## config.mk

```make
export PLATFORM = sky130hd
export DESIGN_NAME = uart_tx_ctrl_flat
export DESIGN_NICKNAME = d
export VERILOG_FILES = /design/src/rtl/uart_tx_ctrl_if.sv /design/src/rtl/uart_tx_ctrl.sv /design/src/flat_wrapper.sv
export SDC_FILE = /design/constraint.sdc
export NUM_CORES = 1
export LEC_CHECK = 0
export BUFFER_PORTS_ARGS = -buffer_cell sky130_fd_sc_hd__buf_4
export CAP_MARGIN = 20
export CORE_AREA = 4 4 138 140
export CTS_CLUSTER_DIAMETER = 30
export DETAILED_ROUTE_END_ITERATION = 10
export DIE_AREA = 0 0 142 144
export MAX_ROUTING_LAYER = met4
export SYNTH_ARGS = -nofsm -noshare
export SYNTH_HDL_FRONTEND = slang
export SYNTH_SLANG_ARGS = --single-unit
```

## constraint.sdc

```tcl
create_clock -name ACLK -period 4.8 [get_ports ACLK]
set_clock_uncertainty 0.1 [all_clocks]
set_input_delay 1.44 -clock ACLK [delete_from_list [all_inputs] [get_ports ACLK]]
set_output_delay 1.44 -clock ACLK [all_outputs]
set_load 0.02 [all_outputs]
```

## src/rtl/uart_tx_ctrl_if.sv

```systemverilog
// Register-block side of the UART transmitter: write strobe, frame configuration,
// oversample pulse, serial line and FIFO status.
interface uart_tx_ctrl_if #(
    parameter int DW = 8
);
    logic          tx_sample_pulse;
    logic          data_bits;
    logic          parity_en;
    logic          parity_odd0_even1;
    logic          stop_bits;
    logic          tx_data_reg_wr;
    logic [DW-1:0] tx_data;
    logic          UART_TX;
    logic          tx_busy;
    logic          tx_full;
    logic          tx_empty;
    logic          overflow;

    modport master (
        output tx_sample_pulse, data_bits, parity_en, parity_odd0_even1, stop_bits,
        output tx_data_reg_wr, tx_data,
        input  UART_TX, tx_busy, tx_full, tx_empty, overflow
    );

    modport slave (
        input  tx_sample_pulse, data_bits, parity_en, parity_odd0_even1, stop_bits,
        input  tx_data_reg_wr, tx_data,
        output UART_TX, tx_busy, tx_full, tx_empty, overflow
    );
endinterface

```

## src/rtl/uart_tx_ctrl.sv

```systemverilog
// UART transmit control: TX FIFO plus start/data/parity/stop serialiser, LSB first,
// timed by the shared 16x oversample pulse.
module uart_tx_ctrl #(
    parameter int UART_DATA_WIDTH        = 8,
    parameter int UART_TX_FIFO_DEPTH     = 8,
    parameter int UART_TX_FIFO_PTR_WIDTH = 4
) (
    input  logic                  ACLK,
    input  logic                  ARESET,
    uart_tx_ctrl_if.slave         bus
);
    localparam int DW = UART_DATA_WIDTH;
    localparam int PW = UART_TX_FIFO_PTR_WIDTH;
    localparam int AW = PW - 1;

    typedef enum logic [2:0] {
        ST_IDLE   = 3'd0,
        ST_START  = 3'd1,
        ST_DATA   = 3'd2,
        ST_PARITY = 3'd3,
        ST_STOP   = 3'd4
    } state_e;

    function automatic logic calc_parity(input logic [DW-1:0] d, input logic use_all,
                                         input logic even);
        logic p;
        p = use_all ? (^d) : (^d[DW-2:0]);
        return even ? p : ~p;
    endfunction

    state_e          state_q, state_d;
    logic [DW-1:0]   shift_q, shift_d;
    logic [2:0]      bit_cnt_q, bit_cnt_d;
    logic [3:0]      sample_cnt_q, sample_cnt_d;
    logic            stop_cnt_q, stop_cnt_d;
    logic            data8_q, data8_d;
    logic            par_en_q, par_en_d;
    logic            stop2_q, stop2_d;
    logic            par_bit_q, par_bit_d;
    logic [PW-1:0]   wr_ptr_q, wr_ptr_d;
    logic [PW-1:0]   rd_ptr_q, rd_ptr_d;
    logic            full_q, full_d;
    logic            empty_q, empty_d;
    logic            ovf_q, ovf_d;
    logic            tx_q, tx_d;
    logic            busy_q, busy_d;

    logic [DW-1:0]   fifo_mem_q [UART_TX_FIFO_DEPTH];
    logic [DW-1:0]   head_s;
    logic            wr_accept_s;
    logic            pop_s;
    logic            bit_end_s;
    logic [2:0]      last_bit_s;

    assign head_s     = fifo_mem_q[rd_ptr_q[AW-1:0]];
    assign last_bit_s = data8_q ? 3'd7 : 3'd6;

    // Next-state for FIFO pointers, frame sequencing and the decoded line value.
    always_comb begin
        state_d      = state_q;
        shift_d      = shift_q;
        bit_cnt_d    = bit_cnt_q;
        stop_cnt_d   = stop_cnt_q;
        data8_d      = data8_q;
        par_en_d     = par_en_q;
        stop2_d      = stop2_q;
        par_bit_d    = par_bit_q;
        pop_s        = 1'b0;
        wr_accept_s  = bus.tx_data_reg_wr && !full_q;
        bit_end_s    = bus.tx_sample_pulse && (sample_cnt_q == 4'd15);

        if ((state_q != ST_IDLE) && bus.tx_sample_pulse) begin
            sample_cnt_d = sample_cnt_q + 4'd1;
        end else begin
            sample_cnt_d = sample_cnt_q;
        end

        case (state_q)
            ST_IDLE: begin
                if (!empty_q) begin
                    // Configuration is captured here so mid-frame changes only affect the next frame.
                    pop_s        = 1'b1;
                    shift_d      = head_s;
                    data8_d      = bus.data_bits;
                    par_en_d     = bus.parity_en;
                    stop2_d      = bus.stop_bits;
                    par_bit_d    = calc_parity(head_s, bus.data_bits, bus.parity_odd0_even1);
                    sample_cnt_d = 4'd0;
                    bit_cnt_d    = 3'd0;
                    stop_cnt_d   = 1'b0;
                    state_d      = ST_START;
                end else begin
                    state_d = ST_IDLE;
                end
            end
            ST_START: begin
                if (bit_end_s) begin
                    state_d = ST_DATA;
                end else begin
                    state_d = ST_START;
                end
            end
            ST_DATA: begin
                if (bit_end_s) begin
                    shift_d   = {1'b0, shift_q[DW-1:1]};
                    bit_cnt_d = bit_cnt_q + 3'd1;
                    if (bit_cnt_q == last_bit_s) begin
                        state_d = par_en_q ? ST_PARITY : ST_STOP;
                    end else begin
                        state_d = ST_DATA;
                    end
                end else begin
                    state_d = ST_DATA;
                end
            end
            ST_PARITY: begin
                if (bit_end_s) begin
                    state_d = ST_STOP;
                end else begin
                    state_d = ST_PARITY;
                end
            end
            ST_STOP: begin
                if (bit_end_s && stop2_q && !stop_cnt_q) begin
                    stop_cnt_d = 1'b1;
                end else if (bit_end_s) begin
                    state_d = ST_IDLE;
                end else begin
                    state_d = ST_STOP;
                end
            end
            default: begin
                state_d = ST_IDLE;
            end
        endcase

        if (wr_accept_s) begin
            wr_ptr_d = wr_ptr_q + PW'(1);
        end else begin
            wr_ptr_d = wr_ptr_q;
        end
        if (pop_s) begin
            rd_ptr_d = rd_ptr_q + PW'(1);
        end else begin
            rd_ptr_d = rd_ptr_q;
        end
        full_d  = (wr_ptr_d[AW] != rd_ptr_d[AW]) && (wr_ptr_d[AW-1:0] == rd_ptr_d[AW-1:0]);
        empty_d = (wr_ptr_d == rd_ptr_d);
        ovf_d   = bus.tx_data_reg_wr && full_q;

        case (state_d)
            ST_IDLE:   tx_d = 1'b1;
            ST_START:  tx_d = 1'b0;
            ST_DATA:   tx_d = shift_d[0];
            ST_PARITY: tx_d = par_bit_d;
            ST_STOP:   tx_d = 1'b1;
            default:   tx_d = 1'b1;
        endcase
        busy_d = (state_d != ST_IDLE);
    end

    // State, counters, pointers and registered outputs.
    always_ff @(posedge ACLK or posedge ARESET) begin
        if (ARESET) begin
            state_q      <= ST_IDLE;
            shift_q      <= '0;
            bit_cnt_q    <= 3'd0;
            sample_cnt_q <= 4'd0;
            stop_cnt_q   <= 1'b0;
            data8_q      <= 1'b0;
            par_en_q     <= 1'b0;
            stop2_q      <= 1'b0;
            par_bit_q    <= 1'b0;
            wr_ptr_q     <= '0;
            rd_ptr_q     <= '0;
            full_q       <= 1'b0;
            empty_q      <= 1'b1;
            ovf_q        <= 1'b0;
            tx_q         <= 1'b1;
            busy_q       <= 1'b0;
        end else begin
            state_q      <= state_d;
            shift_q      <= shift_d;
            bit_cnt_q    <= bit_cnt_d;
            sample_cnt_q <= sample_cnt_d;
            stop_cnt_q   <= stop_cnt_d;
            data8_q      <= data8_d;
            par_en_q     <= par_en_d;
            stop2_q      <= stop2_d;
            par_bit_q    <= par_bit_d;
            wr_ptr_q     <= wr_ptr_d;
            rd_ptr_q     <= rd_ptr_d;
            full_q       <= full_d;
            empty_q      <= empty_d;
            ovf_q        <= ovf_d;
            tx_q         <= tx_d;
            busy_q       <= busy_d;
        end
    end

    // FIFO storage; contents are only meaningful between the pointers, so no reset.
    always_ff @(posedge ACLK) begin
        if (wr_accept_s) begin
            fifo_mem_q[wr_ptr_q[AW-1:0]] <= bus.tx_data;
        end
    end

    assign bus.UART_TX  = tx_q;
    assign bus.tx_busy  = busy_q;
    assign bus.tx_full  = full_q;
    assign bus.tx_empty = empty_q;
    assign bus.overflow = ovf_q;
endmodule
```

## src/flat_wrapper.sv

```systemverilog
// flat-port wrapper written by rule: the top's interface ports become plain ports
module uart_tx_ctrl_flat 
#(
    parameter int UART_DATA_WIDTH        = 8,
    parameter int UART_TX_FIFO_DEPTH     = 8,
    parameter int UART_TX_FIFO_PTR_WIDTH = 4
)
  (ACLK, ARESET, bus_tx_sample_pulse, bus_data_bits, bus_parity_en, bus_parity_odd0_even1, bus_stop_bits, bus_tx_data_reg_wr, bus_tx_data, bus_UART_TX, bus_tx_busy, bus_tx_full, bus_tx_empty, bus_overflow);
  uart_tx_ctrl_if bus_i ();
  input  logic ACLK;
  input  logic ARESET;
  input wire logic [$bits(bus_i.tx_sample_pulse)-1:0] bus_tx_sample_pulse;
  input wire logic [$bits(bus_i.data_bits)-1:0] bus_data_bits;
  input wire logic [$bits(bus_i.parity_en)-1:0] bus_parity_en;
  input wire logic [$bits(bus_i.parity_odd0_even1)-1:0] bus_parity_odd0_even1;
  input wire logic [$bits(bus_i.stop_bits)-1:0] bus_stop_bits;
  input wire logic [$bits(bus_i.tx_data_reg_wr)-1:0] bus_tx_data_reg_wr;
  input wire logic [$bits(bus_i.tx_data)-1:0] bus_tx_data;
  output wire logic [$bits(bus_i.UART_TX)-1:0] bus_UART_TX;
  output wire logic [$bits(bus_i.tx_busy)-1:0] bus_tx_busy;
  output wire logic [$bits(bus_i.tx_full)-1:0] bus_tx_full;
  output wire logic [$bits(bus_i.tx_empty)-1:0] bus_tx_empty;
  output wire logic [$bits(bus_i.overflow)-1:0] bus_overflow;
  assign bus_i.tx_sample_pulse = bus_tx_sample_pulse;
  assign bus_i.data_bits = bus_data_bits;
  assign bus_i.parity_en = bus_parity_en;
  assign bus_i.parity_odd0_even1 = bus_parity_odd0_even1;
  assign bus_i.stop_bits = bus_stop_bits;
  assign bus_i.tx_data_reg_wr = bus_tx_data_reg_wr;
  assign bus_i.tx_data = bus_tx_data;
  assign bus_UART_TX = bus_i.UART_TX;
  assign bus_tx_busy = bus_i.tx_busy;
  assign bus_tx_full = bus_i.tx_full;
  assign bus_tx_empty = bus_i.tx_empty;
  assign bus_overflow = bus_i.overflow;
  uart_tx_ctrl #(.UART_DATA_WIDTH(UART_DATA_WIDTH), .UART_TX_FIFO_DEPTH(UART_TX_FIFO_DEPTH), .UART_TX_FIFO_PTR_WIDTH(UART_TX_FIFO_PTR_WIDTH)) u_core (.ACLK(ACLK), .ARESET(ARESET), .bus(bus_i));
endmodule
```

==> Yosys cells after proc, flatten, opt, wreduce, memory -nomap -nowiden <==
Memories as Yosys holds them, arrays and structs flattened.
Cells that the tools add are included.
{ "word_totals": {"register_bits": 36, "ramBits": 64, "in_bits": 16, "out_inout_bits": 5, "word_cells": 91, "n_memories": 1} }
{ "mem_list": {"columns": ["memory", "depth", "word_bits", "read_ports", "rd_ports_with_merged_regs", "wr", "line_no", "source"], "rows": [
  ["u_core.fifo_mem_q", 8, 8, 1, 0, 1, "uart_tx_ctrl.sv:48", "logic [DW-1:0] fifo_mem_q [UART_TX_FIFO_DEPTH];"]
]} }
{ "op_classes": {"addsub": 4, "n_eq_ne": 15, "mux": 33, "bitwise_logic": 2, "reduce_logical": 19} }
{ "op_table": {"columns": ["operator", "n"], "rows": [
  ["2-to-1 mux 3 bit", 8],
  ["2-to-1 mux 4 bit", 5],
  ["2-to-1 mux 8 bit", 2],
  ["one-hot mux 8 bit (2 select lines)", 1],
  ["one-hot mux 3 bit (5 select lines)", 1],
  ["adder 4 x 1 -> 4 bit (second input constant)", 3],
  ["equality test 3 x 2 -> 1 bit (second input constant)", 4],
  ["2-to-1 mux 1 bit", 12],
  ["parity 8 bit", 1],
  ["logical AND 1 bit", 7],
  ["parity 7 bit", 1],
  ["equality test 3 x 1 -> 1 bit (second input constant)", 2],
  ["equality test 3 bit", 2],
  ["one-hot mux 3 bit (2 select lines)", 1],
  ["AND reduction 3 bit", 2],
  ["nonzero test 3 bit", 2],
  ["equality test 4 bit", 1],
  ["equality test 4 bit (second input constant)", 1],
  ["!= test 2 x 1 -> 1 bit (second input constant)", 2],
  ["nonzero test 2 bit", 2],
  ["adder 3 x 1 -> 3 bit (second input constant)", 1],
  ["equality test 3 bit (second input constant)", 1],
  ["logical NOT 3 bit", 1],
  ["one-hot mux 1 bit (3 select lines)", 1],
  ["7 further kinds", 9]
]} }

==> Logic depth before layout (Yosys ltp) <==
{ "depth": {"word_depth": 8, "depth_mapped": 8} }

==> Least setup slack after synthesis <==
Ideal clock, no wire load.
{ "synth_path": {"kind": "in2reg", "startpoint": "input port bus_tx_sample_pulse", "endpoint": "register u_core.tx_q, in the netlist u_core.bus.UART_TX", "t_arrival_ps": 2786, "required_time_ps": 4621, "setup_slack_ps": 1835, "cell_stages": 6, "path_buffers": 0, "cell_sequence": "nand4_1 -> nor4b_2 -> nor2_1 -> a221oi_1 -> a21oi_1 -> a41o_1"} }
{ "synth_via": {"elab_chain_len": 7} }
{ "synth_lines": {"columns": ["item", "line_no", "source"], "rows": [
  ["start: declaration", "flat_wrapper.sv:12", "input wire logic [$bits(bus_i.tx_sample_pulse)-1:0] bus_tx_sample_pulse;"],
  ["logical AND 1 bit *", "uart_tx_ctrl.sv:70", "bit_end_s = bus.tx_sample_pulse && (sample_cnt_q == 4'd15);"],
  ["logical AND 1 bit (2 in a row)", "uart_tx_ctrl.sv:124", "if (bit_end_s && stop2_q && !stop_cnt_q) begin"],
  ["2-to-1 mux 3 bit", "uart_tx_ctrl.sv:124", null],
  ["one-hot mux 3 bit (5 select lines)", "uart_tx_ctrl.sv:78", "case (state_q)"],
  ["equality test 3 x 2 -> 1 bit or equality test 3 x 1 -> 1 bit (tied branches)", "uart_tx_ctrl.sv:151", "case (state_d)"],
  ["one-hot mux 1 bit (3 select lines) *", "uart_tx_ctrl.sv:151", null],
  ["via u_core.tx_d", "uart_tx_ctrl.sv:45", "logic tx_q, tx_d;"],
  ["end signal: assignment", "uart_tx_ctrl.sv:196", "tx_q <= tx_d;"],
  ["end: declaration", "uart_tx_ctrl.sv:45", null]
]} }
The timed path passes the listed nets; every way through them passes the cells marked *. The select of a mux whose other input is x is not followed.
A chain may end at the register's enable or synchronous reset.

==> Worst setup path in the final report <==
Ends and elaborated chain as after synthesis.

==> flow_summary.toml <==
[die]
die_w_um = 142
ios = 21
rows = 49
initial_core_util_pct = 23.5
die_h_um = 144
core-area_sq_um = 17800
die-area_sq_um = 20400

[layout]
final_nets = 314
layout-drive-gt1-share_pct = 22.1
final_cells = 528
diodes = 0
multi_input_area_sq_um = 1260
regArea_sq_um = 2830
area_delta_synth_final_pct = 17.9
n_fill_cell = 1794

[place]
dp_cells = 512
dpl.hpwl_um = 5220
port_buffers = 20
place.gp.congestion = 0.731
dp_slack_ps = 1590

[detailed_routing]
drc = 0
drtAntennaViolNets = 0
wl_per_cell_um = 14.8
initialDrtViolationCount = 124
totalWireLength_um = 7800
routed_via_density = 4.14
dr.pass1.iters = 4
dr_total_vias = 2186

[critical_path]
cpMaxStageDelayCell = "a221oi_1"
crit_chain = "buf_4, nand4_1, nor4b_2, buf_4, nor2_1, a221oi_1, a21oi_1, a41o_1"
crit_family = "compound AO/OA/AOI/OAI gates"
path_common_cell = "buf_4"
endpoint_kind = "flop"
critPathArrivalTime_ps = 3040
crit_fanout = 14
ff2ff_path_depth = 6
reg2reg_to = "u_core.par_bit_q"
worstSetupPathType = "input port to flop"
ff2ff_setup_slack_ps = 1970
crit_required_ps = 4980
r2r-start = "u_core.rd_ptr_q[1]"
critPathMaxStageDelay_ps = 340
crit_buf_inv = 2
cp-start-kind = "input port"

[timing]
finalHoldViolCount = 0
setup_viol = 0
slew_viol_final = 0
finalCriticalPeriod_ps = 2860
setup_slack_ps = 1940
fmaxAchievable_ghz = 0.349
slew-limit-headroom_pct = 39.3
tns_ps = 0
fin_crit_sh_pct = 59.7
rsz0062_at_grt = "false"
tightestPinTransition_ps = 907

[yosys]
synth_top_cell_area_share_pct = 45.9
synth_warnings = 0
synthXorXnorAreaFrac_pct = 4.96
syn_area_sq_um = 4190
syn_inst = 263
synth_mux_area_share_pct = 11.1
syn_nets = 283
synth_seq_area_share_pct = 67.5
ys.flop_type = "edfxtp_1"
synthSimpleGateAreaFrac_pct = 8.01
synth_top_family_by_area = "multiplexers"
async_flop_share_pct = 36.0
yosys-top-cells-count = "64 x edfxtp_1, 34 x dfrtp_1, 24 x nand2_1, 12 x mux4_2, 12 x nor2_1"
synth_fa_ha_area_share_pct = 1.20
synth_compound_area_share_pct = 4.78
synth_edf_count = 64
yosysMostFrequentCell = "edfxtp_1"
synth_area_leaders = "edfxtp_1 46%, dfrtp_1 20%, mux4_2 6.5%"
avgSynthCellArea_sq_um = 15.9
synth_area_leader_cell = "edfxtp_1"
ys_types = 45
ys_seq_elements = 100

[grt]
grt_max_degree = 37
antenna_found_initial = 0
grt_pass1_vias = 2301
grt_first_pass_wirelength_um = 12500
track_usage_pct = 8.40
overflow = 0

[power_and_ir_drop]
p_leak_nw = 1.83
ir_drop_uv = 251
power_density_nw_per_um2 = 593

[clocking]
cts_resized = 0
clkTransAtPathRegs_ps = 70
cts_max_level = 3
post_cts_buffers = 0
cts_buffers = 9
cts_root_buf = "clkbuf_16"
clk_path_buf_depth = 2
cts_tree = "done"
cts_hold_buf = 0
cts_sinks = 100
clk-insertion-delay-late_ps = 350

[hold_path]
min_path_cells = 2
hp-start = "u_core.shift_q[4]"
min_to = "u_core.shift_q[4]"
hp-class = "flop to flop"

[job]
maxCapViolations = 0

[outcome]
status = "finished, final reports clean"
-- sequential cells by signal, summed over array words and instances, names as in the netlist --
name and flops:
u_core.wr_ptr_q 4, u_core.rd_ptr_q 4, u_core.bit_cnt_q 3, u_core.par_bit_q 1, u_core.data8_q 1, u_core.stop_cnt_q 1
u_core.stop2_q 1, u_core.bus.overflow 1, u_core.bus.tx_empty 1, u_core.fifo_mem_q 64, u_core.bus.tx_busy 1, u_core.shift_q 8
u_core.sample_cnt_q 4, u_core.par_en_q 1, u_core.bus.tx_full 1, u_core.bus.UART_TX 1, u_core.state_q 3
-- placed cells by master, fill, tap and decap left out, drive strengths merged, types with 2 or more instances in the layout --
cell type,count
edfxtp,64
xor2,8
ha,4
buf,30
o21ai,12
nand4,4
nor4,2
nor2,12
nor3,4
a21oi,8
xnor3,3
xnor2,8
inv,8
nand3b,2
dfstp,2
nand3,4
mux2,3
mux4,16
nand2,24
mux2i,5
nor2b,6
or3,3
clkbuf,9
dfrtp,34
a22oi,6
clkinv,6
-- kinds of logic after synthesis --
logic type      after synthesis
compound gates               32
xor+xnor                     19
fa+ha+maj                     4
buf+inv                      18
flops                       100
mux                          24
simple gates                 66
-- where the power goes --
part           switching (mW)  internal, mW  total [mW]
logic                   0.428         0.487       0.914
clock network           0.323         0.413       0.736
registers               0.160          1.12        1.28
total                   0.911          2.02        2.93
-- worst reg2reg max path, stage by stage (launching register included) --
cell     delay [ps]
dfrtp_1         890
mux4_2          350
inv_1            50
o21ai_0         430
xnor3_1         440
xnor3_1         400
o21ai_1          60
-- through the flow --
step / power (mW) / utilization (%) / hold WS [ps] / area, sq um
floorplan: 2.00 / - / 354 / 4190
global placement: 2.19 / 25.9 / 387 / 4620
detailed placement: 2.22 / 25.9 / 394 / 4620
CTS: 2.97 / 27.7 / 410 / 4940
global route: 3.09 / 27.7 / 428 / 4940
finish: 2.93 / 27.7 / 402 / 4940
-- worst max-delay path by stage --
| stage | start | endpoint | slack [ps] | depth (start not counted) |
|---|---|---|---|---|
| global placement | bus_tx_sample_pulse | u_core.bus.UART_TX | 1640 | 8 |
| floorplan | bus_tx_sample_pulse | u_core.bus.UART_TX | 1840 | 6 |
| detailed placement | bus_tx_sample_pulse | u_core.bus.UART_TX | 1590 | 8 |
| CTS | u_core.rd_ptr_q[1] | u_core.par_bit_q | 1930 | 6 |
| global route | bus_tx_sample_pulse | u_core.bus.UART_TX | 1740 | 8 |
| finish | bus_tx_sample_pulse | u_core.bus.UART_TX | 1940 | 8 |
-- final cells by class --
class | count | area share [%]
multi-input cells | 145 | 25.4
inverters | 8 | 0.608
well taps | 229 | 5.80
clock inverters | 7 | 1.77
clock buffers | 9 | 4.56
repair buffers | 30 | 4.56
flip-flops and latches | 100 | 57.2
-- metal layers --
| layer | up-vias | part of all wire, % | global-route usage [%] |
|---|---|---|---|
| met5 | - | 0 | - |
| met4 | 0 | 0.90 | 2.27 |
| met3 | 7 | 4.4 | 3.27 |
| met2 | 34 | 50 | 13.4 |
| met1 | 1089 | 44 | 9.97 |
| li1 | 1056 | - | - |
No activity file was read; power rests on OpenSTA's default activity.
